## src/rtl/fpu_pkg.sv

```systemverilog
// Shared opcodes, FSM states, flag positions and special-value builders for fpu_mc.
package fpu_pkg;

  localparam logic [1:0] OP_ADD = 2'b00;
  localparam logic [1:0] OP_SUB = 2'b01;
  localparam logic [1:0] OP_DIV = 2'b10;
  localparam logic [1:0] OP_MUL = 2'b11;

  typedef enum logic [2:0] {S_IDLE, S_UNPACK, S_EXEC, S_NORM, S_HOLD} state_e;

  localparam int FL_INV = 3;
  localparam int FL_DVZ = 2;
  localparam int FL_OVF = 1;
  localparam int FL_UNF = 0;

  // Builders return a wide word; callers keep the low 1+exp_w+man_w bits.
  localparam int FP_MAX_W = 64;

  function automatic logic [FP_MAX_W-1:0] fp_zero(input int exp_w, input int man_w, input logic s);
    return FP_MAX_W'(s) << (exp_w + man_w);
  endfunction

  function automatic logic [FP_MAX_W-1:0] fp_inf(input int exp_w, input int man_w, input logic s);
    logic [FP_MAX_W-1:0] ones;
    ones = (FP_MAX_W'(1) << exp_w) - FP_MAX_W'(1);
    return (ones << man_w) | fp_zero(exp_w, man_w, s);
  endfunction

  function automatic logic [FP_MAX_W-1:0] fp_qnan(input int exp_w, input int man_w);
    return fp_inf(exp_w, man_w, 1'b0) | (FP_MAX_W'(1) << (man_w - 1));
  endfunction

endpackage

```

## src/rtl/fpu_mc_div.sv

```systemverilog
// Restoring mantissa divider: one quotient bit per cycle, MAN_W+2 bits (integer bit down to guard).
module fpu_div_iter #(
  parameter int MAN_W = 23
) (
  input  logic             clk,
  input  logic             rst,
  input  logic             start,
  input  logic [MAN_W:0]   dividend,
  input  logic [MAN_W:0]   divisor,
  output logic             busy,
  output logic             done,
  output logic [MAN_W+1:0] quot
);
  localparam int N  = MAN_W + 2;
  localparam int CW = $clog2(N);
  localparam logic [CW-1:0] LAST = CW'(N - 1);

  logic [MAN_W+1:0] rem_q, rem_d, rem_sub;
  logic [MAN_W:0]   dvs_q, dvs_d;
  logic [MAN_W+1:0] quot_q, quot_d;
  logic [CW-1:0]    cnt_q, cnt_d;
  logic             busy_q, busy_d, ge;

  always_comb begin
    rem_d   = rem_q;
    dvs_d   = dvs_q;
    quot_d  = quot_q;
    cnt_d   = cnt_q;
    busy_d  = busy_q;
    ge      = rem_q >= {1'b0, dvs_q};
    rem_sub = ge ? rem_q - {1'b0, dvs_q} : rem_q;
    if (start) begin
      rem_d  = {1'b0, dividend};
      dvs_d  = divisor;
      quot_d = '0;
      cnt_d  = '0;
      busy_d = 1'b1;
    end else if (busy_q) begin
      // remainder stays below the divisor, so the shift never loses a bit
      rem_d  = rem_sub << 1;
      quot_d = {quot_q[MAN_W:0], ge};
      cnt_d  = cnt_q + 1'b1;
      if (cnt_q == LAST) busy_d = 1'b0;
    end
  end

  always_ff @(posedge clk) begin
    if (rst) begin
      busy_q <= 1'b0;
      cnt_q  <= '0;
    end else begin
      busy_q <= busy_d;
      cnt_q  <= cnt_d;
    end
    rem_q  <= rem_d;
    dvs_q  <= dvs_d;
    quot_q <= quot_d;
  end

  assign busy = busy_q;
  assign done = busy_q && (cnt_q == LAST);
  assign quot = quot_q;
endmodule

```

## src/rtl/fpu_mc.sv

```systemverilog
// Multi-cycle RZ floating-point unit (add/sub/mul/div) with valid/ready handshakes.
module fpu_mc
  import fpu_pkg::*;
#(
  parameter int EXP_W = 8,
  parameter int MAN_W = 23
) (
  input  logic                 clk,
  input  logic                 rst,
  input  logic                 in_valid,
  output logic                 in_ready,
  input  logic [EXP_W+MAN_W:0] A,
  input  logic [EXP_W+MAN_W:0] B,
  input  logic [1:0]           opcode,
  output logic                 out_valid,
  input  logic                 out_ready,
  output logic [EXP_W+MAN_W:0] outp,
  output logic [3:0]           flags
);
  localparam int W   = 1 + EXP_W + MAN_W;
  localparam int M1  = MAN_W + 1;
  localparam int X   = MAN_W + 4;
  localparam int EW2 = EXP_W + 2;
  localparam logic [EW2-1:0] BIAS = EW2'((1 << (EXP_W - 1)) - 1);
  localparam logic [EW2-1:0] EMAX = EW2'((1 << EXP_W) - 1);

  function automatic logic [EW2-1:0] lzc(input logic [X-1:0] v);
    lzc = EW2'(X);
    for (int i = 0; i < X; i++) if (v[i]) lzc = EW2'(X - 1 - i);
  endfunction

  state_e state_q, state_d;
  logic [W-1:0] a_q, a_d, b_q, b_d, outp_q, outp_d, spec_res_q, spec_res_d;
  logic [1:0] op_q, op_d;
  logic sa_q, sa_d, sb_q, sb_d, sgn_q, sgn_d, spec_q, spec_d;
  logic [EXP_W-1:0] ea_q, ea_d, eb_q, eb_d, ea_c, eb_c;
  logic [M1-1:0] ma_q, ma_d, mb_q, mb_d, ma_c, mb_c;
  logic [2:0] ca_q, ca_d, cb_q, cb_d, ca_c, cb_c;  // {nan, inf, zero}
  logic [X:0] sum_q, sum_d;
  logic [2*M1-1:0] prod_q, prod_d;
  logic [EW2-1:0] exp_q, exp_d;
  logic [3:0] flags_q, flags_d, spec_fl_q, spec_fl_d;

  // Unpack: denormals flush to zero (mantissa and exponent both cleared)
  assign ea_c = a_q[W-2:MAN_W];
  assign eb_c = b_q[W-2:MAN_W];
  assign ca_c = {&ea_c && |a_q[MAN_W-1:0], &ea_c && a_q[MAN_W-1:0] == '0, ea_c == '0};
  assign cb_c = {&eb_c && |b_q[MAN_W-1:0], &eb_c && b_q[MAN_W-1:0] == '0, eb_c == '0};
  assign ma_c = ca_c[0] ? '0 : {1'b1, a_q[MAN_W-1:0]};
  assign mb_c = cb_c[0] ? '0 : {1'b1, b_q[MAN_W-1:0]};

  logic div_start, div_busy, div_done;
  logic [M1:0] div_quot;
  assign div_start = (state_q == S_UNPACK) && (op_q == OP_DIV);

  fpu_div_iter #(.MAN_W(MAN_W)) u_div (
    .clk(clk), .rst(rst), .start(div_start), .dividend(ma_c), .divisor(mb_c),
    .busy(div_busy), .done(div_done), .quot(div_quot)
  );

  // Execute: aligned add with guard/round/sticky, raw product, exponents, specials
  logic a_big, eff_sub, sticky, nan_in, sp_sgn;
  logic [EXP_W-1:0] e_big, e_sml, shamt;
  logic [M1-1:0] m_big, m_sml;
  logic [X-1:0] ext_sml, al;
  logic [X:0] ex_sum;
  logic [2*M1-1:0] ex_prod;
  logic [EW2-1:0] ex_exp;
  logic ex_sgn, ex_spec;
  logic [1:0] sp_kind;  // 0 qNaN, 1 inf, 2 zero
  logic [3:0] ex_fl;
  logic [FP_MAX_W-1:0] sp_wide;
  logic [W-1:0] ex_res;

  always_comb begin
    a_big   = {ea_q, ma_q} >= {eb_q, mb_q};
    e_big   = a_big ? ea_q : eb_q;
    e_sml   = a_big ? eb_q : ea_q;
    m_big   = a_big ? ma_q : mb_q;
    m_sml   = a_big ? mb_q : ma_q;
    eff_sub = sa_q ^ sb_q;
    shamt   = e_big - e_sml;
    ext_sml = {m_sml, 3'b000};
    if (32'(shamt) >= X) begin
      al     = '0;
      sticky = |m_sml;
    end else begin
      al     = ext_sml >> shamt;
      sticky = |(ext_sml & ~({X{1'b1}} << shamt));
    end
    al[0]   = al[0] | sticky;
    ex_sum  = eff_sub ? {1'b0, m_big, 3'b000} - {1'b0, al} : {1'b0, m_big, 3'b000} + {1'b0, al};
    ex_prod = ma_q * mb_q;
    case (op_q)
      OP_MUL: begin ex_sgn = sa_q ^ sb_q; ex_exp = {2'b00, ea_q} + {2'b00, eb_q} - BIAS; end
      OP_DIV: begin ex_sgn = sa_q ^ sb_q; ex_exp = {2'b00, ea_q} - {2'b00, eb_q} + BIAS; end
      default: begin
        ex_sgn = (ex_sum == '0 && eff_sub) ? 1'b0 : (a_big ? sa_q : sb_q);
        ex_exp = {2'b00, e_big};
      end
    endcase

    ex_spec = 1'b0;
    sp_kind = 2'd0;
    sp_sgn  = sa_q ^ sb_q;
    ex_fl   = '0;
    nan_in  = ca_q[2] | cb_q[2];
    case (op_q)
      OP_MUL: begin
        if (nan_in || (ca_q[0] && cb_q[1]) || (ca_q[1] && cb_q[0])) begin
          ex_spec = 1'b1; ex_fl[FL_INV] = 1'b1;
        end else if (ca_q[1] || cb_q[1]) begin ex_spec = 1'b1; sp_kind = 2'd1; end
        else if (ca_q[0] || cb_q[0]) begin ex_spec = 1'b1; sp_kind = 2'd2; end
      end
      OP_DIV: begin
        if (nan_in || (ca_q[0] && cb_q[0]) || (ca_q[1] && cb_q[1])) begin
          ex_spec = 1'b1; ex_fl[FL_INV] = 1'b1;
        end else if (ca_q[1]) begin ex_spec = 1'b1; sp_kind = 2'd1; end
        else if (cb_q[0]) begin ex_spec = 1'b1; sp_kind = 2'd1; ex_fl[FL_DVZ] = 1'b1; end
        else if (cb_q[1] || ca_q[0]) begin ex_spec = 1'b1; sp_kind = 2'd2; end
      end
      default: begin
        if (nan_in || (ca_q[1] && cb_q[1] && eff_sub)) begin
          ex_spec = 1'b1; ex_fl[FL_INV] = 1'b1;
        end else if (ca_q[1] || cb_q[1]) begin
          ex_spec = 1'b1; sp_kind = 2'd1; sp_sgn = ca_q[1] ? sa_q : sb_q;
        end
      end
    endcase
    case (sp_kind)
      2'd1:    sp_wide = fp_inf(EXP_W, MAN_W, sp_sgn);
      2'd2:    sp_wide = fp_zero(EXP_W, MAN_W, sp_sgn);
      default: sp_wide = fp_qnan(EXP_W, MAN_W);
    endcase
    ex_res = sp_wide[W-1:0];
  end

  // Normalise and pack, truncating (round toward zero)
  logic [EW2-1:0] nm_exp, lz;
  logic [M1-1:0] nm_man;
  logic [X-1:0] shl;
  logic [W-1:0] nm_res;
  logic [3:0] nm_fl;
  logic [FP_MAX_W-1:0] nm_wide;

  always_comb begin
    nm_exp = exp_q;
    nm_man = '0;
    lz     = '0;
    shl    = '0;
    case (op_q)
      OP_MUL: if (prod_q[2*M1-1]) begin nm_man = prod_q[2*M1-1:M1]; nm_exp = exp_q + 1'b1; end
              else nm_man = prod_q[2*M1-2:M1-1];
      OP_DIV: if (div_quot[M1]) nm_man = div_quot[M1:1];
              else begin nm_man = div_quot[M1-1:0]; nm_exp = exp_q - 1'b1; end
      default: if (sum_q[X]) begin nm_man = sum_q[X:4]; nm_exp = exp_q + 1'b1; end
               else begin
                 lz     = lzc(sum_q[X-1:0]);
                 shl    = sum_q[X-1:0] << lz;
                 nm_man = shl[X-1:3];
                 nm_exp = exp_q - lz;
               end
    endcase
    nm_fl   = '0;
    nm_wide = fp_zero(EXP_W, MAN_W, sgn_q);
    nm_res  = nm_wide[W-1:0];
    if (spec_q) begin
      nm_res = spec_res_q;
      nm_fl  = spec_fl_q;
    end else if (!op_q[1] && sum_q == '0) begin
      nm_res = nm_wide[W-1:0];
    end else if (!nm_exp[EW2-1] && nm_exp >= EMAX) begin
      nm_wide        = fp_inf(EXP_W, MAN_W, sgn_q);
      nm_res         = nm_wide[W-1:0];
      nm_fl[FL_OVF]  = 1'b1;
    end else if (nm_exp[EW2-1] || nm_exp == '0) begin
      nm_fl[FL_UNF] = 1'b1;
    end else begin
      nm_res = {sgn_q, nm_exp[EXP_W-1:0], nm_man[MAN_W-1:0]};
    end
  end

  always_comb begin
    state_d = state_q;
    a_d = a_q; b_d = b_q; op_d = op_q;
    sa_d = sa_q; sb_d = sb_q; ea_d = ea_q; eb_d = eb_q;
    ma_d = ma_q; mb_d = mb_q; ca_d = ca_q; cb_d = cb_q;
    sum_d = sum_q; prod_d = prod_q; exp_d = exp_q; sgn_d = sgn_q;
    spec_d = spec_q; spec_res_d = spec_res_q; spec_fl_d = spec_fl_q;
    outp_d = outp_q; flags_d = flags_q;
    case (state_q)
      S_IDLE: if (in_valid) begin
        a_d = A; b_d = B; op_d = opcode;
        state_d = S_UNPACK;
      end
      S_UNPACK: begin
        sa_d = a_q[W-1];
        sb_d = b_q[W-1] ^ (op_q == OP_SUB);
        ea_d = ca_c[0] ? '0 : ea_c;
        eb_d = cb_c[0] ? '0 : eb_c;
        ma_d = ma_c; mb_d = mb_c; ca_d = ca_c; cb_d = cb_c;
        state_d = S_EXEC;
      end
      S_EXEC: begin
        sum_d = ex_sum; prod_d = ex_prod; exp_d = ex_exp; sgn_d = ex_sgn;
        spec_d = ex_spec; spec_res_d = ex_res; spec_fl_d = ex_fl;
        if (op_q != OP_DIV || (div_busy && div_done)) state_d = S_NORM;
      end
      S_NORM: begin
        outp_d  = nm_res;
        flags_d = nm_fl;
        state_d = S_HOLD;
      end
      S_HOLD: if (out_ready) state_d = S_IDLE;
      default: state_d = S_IDLE;
    endcase
  end

  always_ff @(posedge clk) begin
    if (rst) begin
      state_q <= S_IDLE;
      outp_q  <= '0;
      flags_q <= '0;
    end else begin
      state_q <= state_d;
      outp_q  <= outp_d;
      flags_q <= flags_d;
    end
    a_q <= a_d; b_q <= b_d; op_q <= op_d;
    sa_q <= sa_d; sb_q <= sb_d; ea_q <= ea_d; eb_q <= eb_d;
    ma_q <= ma_d; mb_q <= mb_d; ca_q <= ca_d; cb_q <= cb_d;
    sum_q <= sum_d; prod_q <= prod_d; exp_q <= exp_d; sgn_q <= sgn_d;
    spec_q <= spec_d; spec_res_q <= spec_res_d; spec_fl_q <= spec_fl_d;
  end

  assign in_ready  = (state_q == S_IDLE);
  assign out_valid = (state_q == S_HOLD);
  assign outp      = outp_q;
  assign flags     = flags_q;
endmodule

```

## config.mk

```make
export PLATFORM = sky130hd
export DESIGN_NAME = fpu_mc
export DESIGN_NICKNAME = d
export VERILOG_FILES = /design/src/rtl/fpu_pkg.sv /design/src/rtl/fpu_mc_div.sv /design/src/rtl/fpu_mc.sv
export SDC_FILE = /design/constraint.sdc
export NUM_CORES = 2
export LEC_CHECK = 0
export ABC_AREA = 0
export CORE_ASPECT_RATIO = 0.7
export CORE_MARGIN = 2
export CORE_UTILIZATION = 50
export CTS_CLUSTER_SIZE = 20
export DETAILED_ROUTE_END_ITERATION = 10
export PLACE_DENSITY = 0.7
export SETUP_SLACK_MARGIN = 0.3
export SLEW_MARGIN = 20
export SYNTH_ARGS = -nofsm -noshare
export SYNTH_HDL_FRONTEND = slang
export SYNTH_SLANG_ARGS = --single-unit
```

## constraint.sdc

```tcl
create_clock -name clk -period 18.4 [get_ports clk]
set_input_delay 2.76 -clock clk [delete_from_list [all_inputs] [get_ports clk]]
set_output_delay 2.76 -clock clk [all_outputs]
set_load 0.01 [all_outputs]
```

==> run metrics <==
DR top layer=met5; cts hold-fix bufs=0; sequential-to-total area share from yosys stat=~22%; wirelength, routed=123 mm; largest cells by area after synthesis=fa_1, edfxtp_1, ha_1; die area=85,500 um^2; vias in the first global route=roughly 33k; WP data arrival=10,890 ps; Final Hold Vio Count=0; Max Cap Violations=0; post-synth top area share=around a quarter; Top cell by count, worst path=a21oi_1; CTS tree=built; drt drc=0; clk root buf=clkbuf_16; post-DP HPWL=approximately 95 mm; Hold Crit Class=reg2reg; Routed WL per cell=21.8 um; Avg Vias per Cell=5.88; share of layout cells above drive strength 1=5.27%; Syn Nets=5,476; Starting Density=50.5%; worst setup margin=7810 ps; met3 WL post-DR=13.8 mm; Rel. slew slack=27.5%; largest net degree at the start of global routing=75; Final ANT Viol Nets=0; Design Area, Final=44,700 um^2; RSZ-0062 raised after global routing=no; status=completed; GPL Wtd Cong=0.996; Die Wd=349 um; postcts setup bufs=0; Largest delay share family, worst path=compound AO/OA/AOI/OAI gates; CTS Sinks=327; CP max-delay cell=edfxtp_1; Yosys cell types=112; Die Ht=245 um; Clock Latency Late Sink=~610 ps; wl on met1=57.4 mm; synthesized area=41,600 um^2; reg2reg start=mb_q[22]$_DFFE_PP_; initial antenna violation count=2; Main synth FF type=edfxtp_1; worst-case clock buffer depth=3; CP Capture Type=flop; DP Area=43,500 um^2; largest area contributor in the netlist=fa_1; Startpoint Class=flop; area of the core=just over 80,000 um^2; count leader, synth=inv_1; Syn Inst Count=4,593; ratio of final minimum period to clock period=57.6%; H-Tree Depth=2; setup_tns=0 ps; first drt pass iteration count=6; worst path bufs/invs=2; I/O pin total=108; Worst-path clk slew=~60 ps; r2r endpoint=sgn_q$_DFFE_PN_; number of gates resized after CTS=0; Worst Max-Slew Pin Slew=1090 ps; worst-path fanout max=25; Slowest Stage Delay on Critical Path=around 900 ps; hold worst-path end=sa_q$_DFFE_PP_; Final Max Tran Viols=0; via count=33.1k; Worst Setup SP=mb_q[22]$_DFFE_PP_; Num CTS Buffers=36; first-pass GRT wire length=193 mm; clk_skew=45.6 ps; metal2 WL=between 40 and 50 mm; initial drt markers=3,418; Setup violations, final=0; HP Start=a_q[31]$_DFFE_PP_; Reg2Reg Depth=41; crit path kind=reg2reg; hold depth=0; Remaining Overflow, GRT=0; dpl ws=8190 ps; Area growth, synth to finish=7.44%; R2R setup slack=7810 ps; IO buf count=~110; Fmax=0.0944 GHz; FP Rows=88; GRT Overall Usage=29.0%; Warnings, synthesis=0; Seq cells post-synth=327; EDFF count, synth=256; Worst EP required=18,700 ps; ys async rst share=0%; final net count=5,405; syn_area_per_cell=around 9.0 um^2; Tmin final=roughly 11,000 ps; top post-synthesis cells by count=inv_1, nand2_1, fa_1, ha_1, nor2_1
## worst reg2reg max path, delay by kind of cell (launching register included)
family                     cells  cell delay [ps]
AOI/OAI and AO/OA             24             5020
and+or+nand+nor               10             2380
adders and majority gates      3              960
DFF                            1              900
xor gates and xnor gates       2              590
buffers and inverters          2              460
## final cells by class
| class | count | area, um^2 |
|---|---|---|
| tap | 1080 | 1350 |
| inverter | 666 | 2500 |
| multi-input combinational | 3309 | 28900 |
| clock buffer | 40 | 936 |
| fill | 7502 | 37700 |
| antenna | 3 | 7.51 |
| sequential | 327 | 9110 |
| clock inverter | 26 | 228 |
| timing repair buffer | 182 | 1630 |
## cells by family after synthesis
group | count (synthesis) | share of synthesized area, %
mux | 208 | 5.38
fa+ha+maj | 813 | 33.3
buf+inv | 957 | 8.73
compound gates | 742 | 12.0
xor+xnor | 101 | 2.13
simple gates | 1445 | 16.6
flops | 327 | 21.9
## per-layer routing
metal	vias to the layer above	track usage, %
li1	15100	-
met1	16400	45.5
met2	1515	40.7
met3	110	7.39
met4	2	4.39
met5	-	0
## registers in the layout, summed over array words and instances (netlist names), 25 cells and up
signal / count
u_div.rem_q: 25
outp: 32
sum_q: 28
prod_q: 25
b_q: 32
a_q: 32
u_div.quot: 25
## how the worst max path moves through the flow
stage                            to  depth (start not counted)  slack, ps
CTS                 sgn_q$_DFFE_PN_                         42       8130
detailed placement  sgn_q$_DFFE_PN_                         42       8190
floorplan           sgn_q$_DFFE_PN_                         47       8890
finish              sgn_q$_DFFE_PN_                         41       7810
global route        sgn_q$_DFFE_PN_                         40       6910
global placement    sgn_q$_DFFE_PN_                         42       8430
## stage by stage
stage / cells / hold WS [ps] / util (%)
final: 5633 / 432 / 54.2
after global routing: 5630 / 453 / 54.2
after CTS: 5630 / 435 / 54.2
after detailed placement: 5564 / 410 / 52.8
after global placement: 5564 / 419 / 52.8
after floorplan: 4593 / 400 / -
## cell usage in the layout, fill, tap and decap left out, types with 21 or more instances in the layout
| master | netlist | final |
|---|---|---|
| buf_4 | 3 | 75 |
| nor2_1 | 279 | 278 |
| nand4_1 | 28 | 28 |
| xnor2_1 | 76 | 75 |
| o21ai_0 | 157 | 157 |
| edfxtp_1 | 256 | 256 |
| fa_1 | 486 | 486 |
| a211oi_1 | 38 | 38 |
| a21oi_1 | 193 | 193 |
| nor3_1 | 86 | 84 |
| clkbuf_16 | 0 | 36 |
| and2_1 | 245 | 244 |
| or3_1 | 21 | 21 |
| nor4_1 | 35 | 35 |
| mux2_2 | 33 | 33 |
| a31oi_1 | 22 | 22 |
| o31ai_1 | 23 | 23 |
| nor2b_1 | 33 | 32 |
| a21o_1 | 26 | 26 |
| nand2_1 | 578 | 577 |
| clkdlybuf4s50_1 | 0 | 107 |
| xor2_1 | 25 | 24 |
| ha_1 | 327 | 327 |
| mux2i_1 | 165 | 165 |
| o211ai_1 | 46 | 46 |
| nand3_1 | 46 | 46 |
| inv_1 | 661 | 660 |
| dfxtp_1 | 71 | 70 |
| o21bai_1 | 25 | 25 |
Power is left out: the tool's default activity adds up to more than one toggle a clock period on the data nets, which glitch-free logic cannot reach.
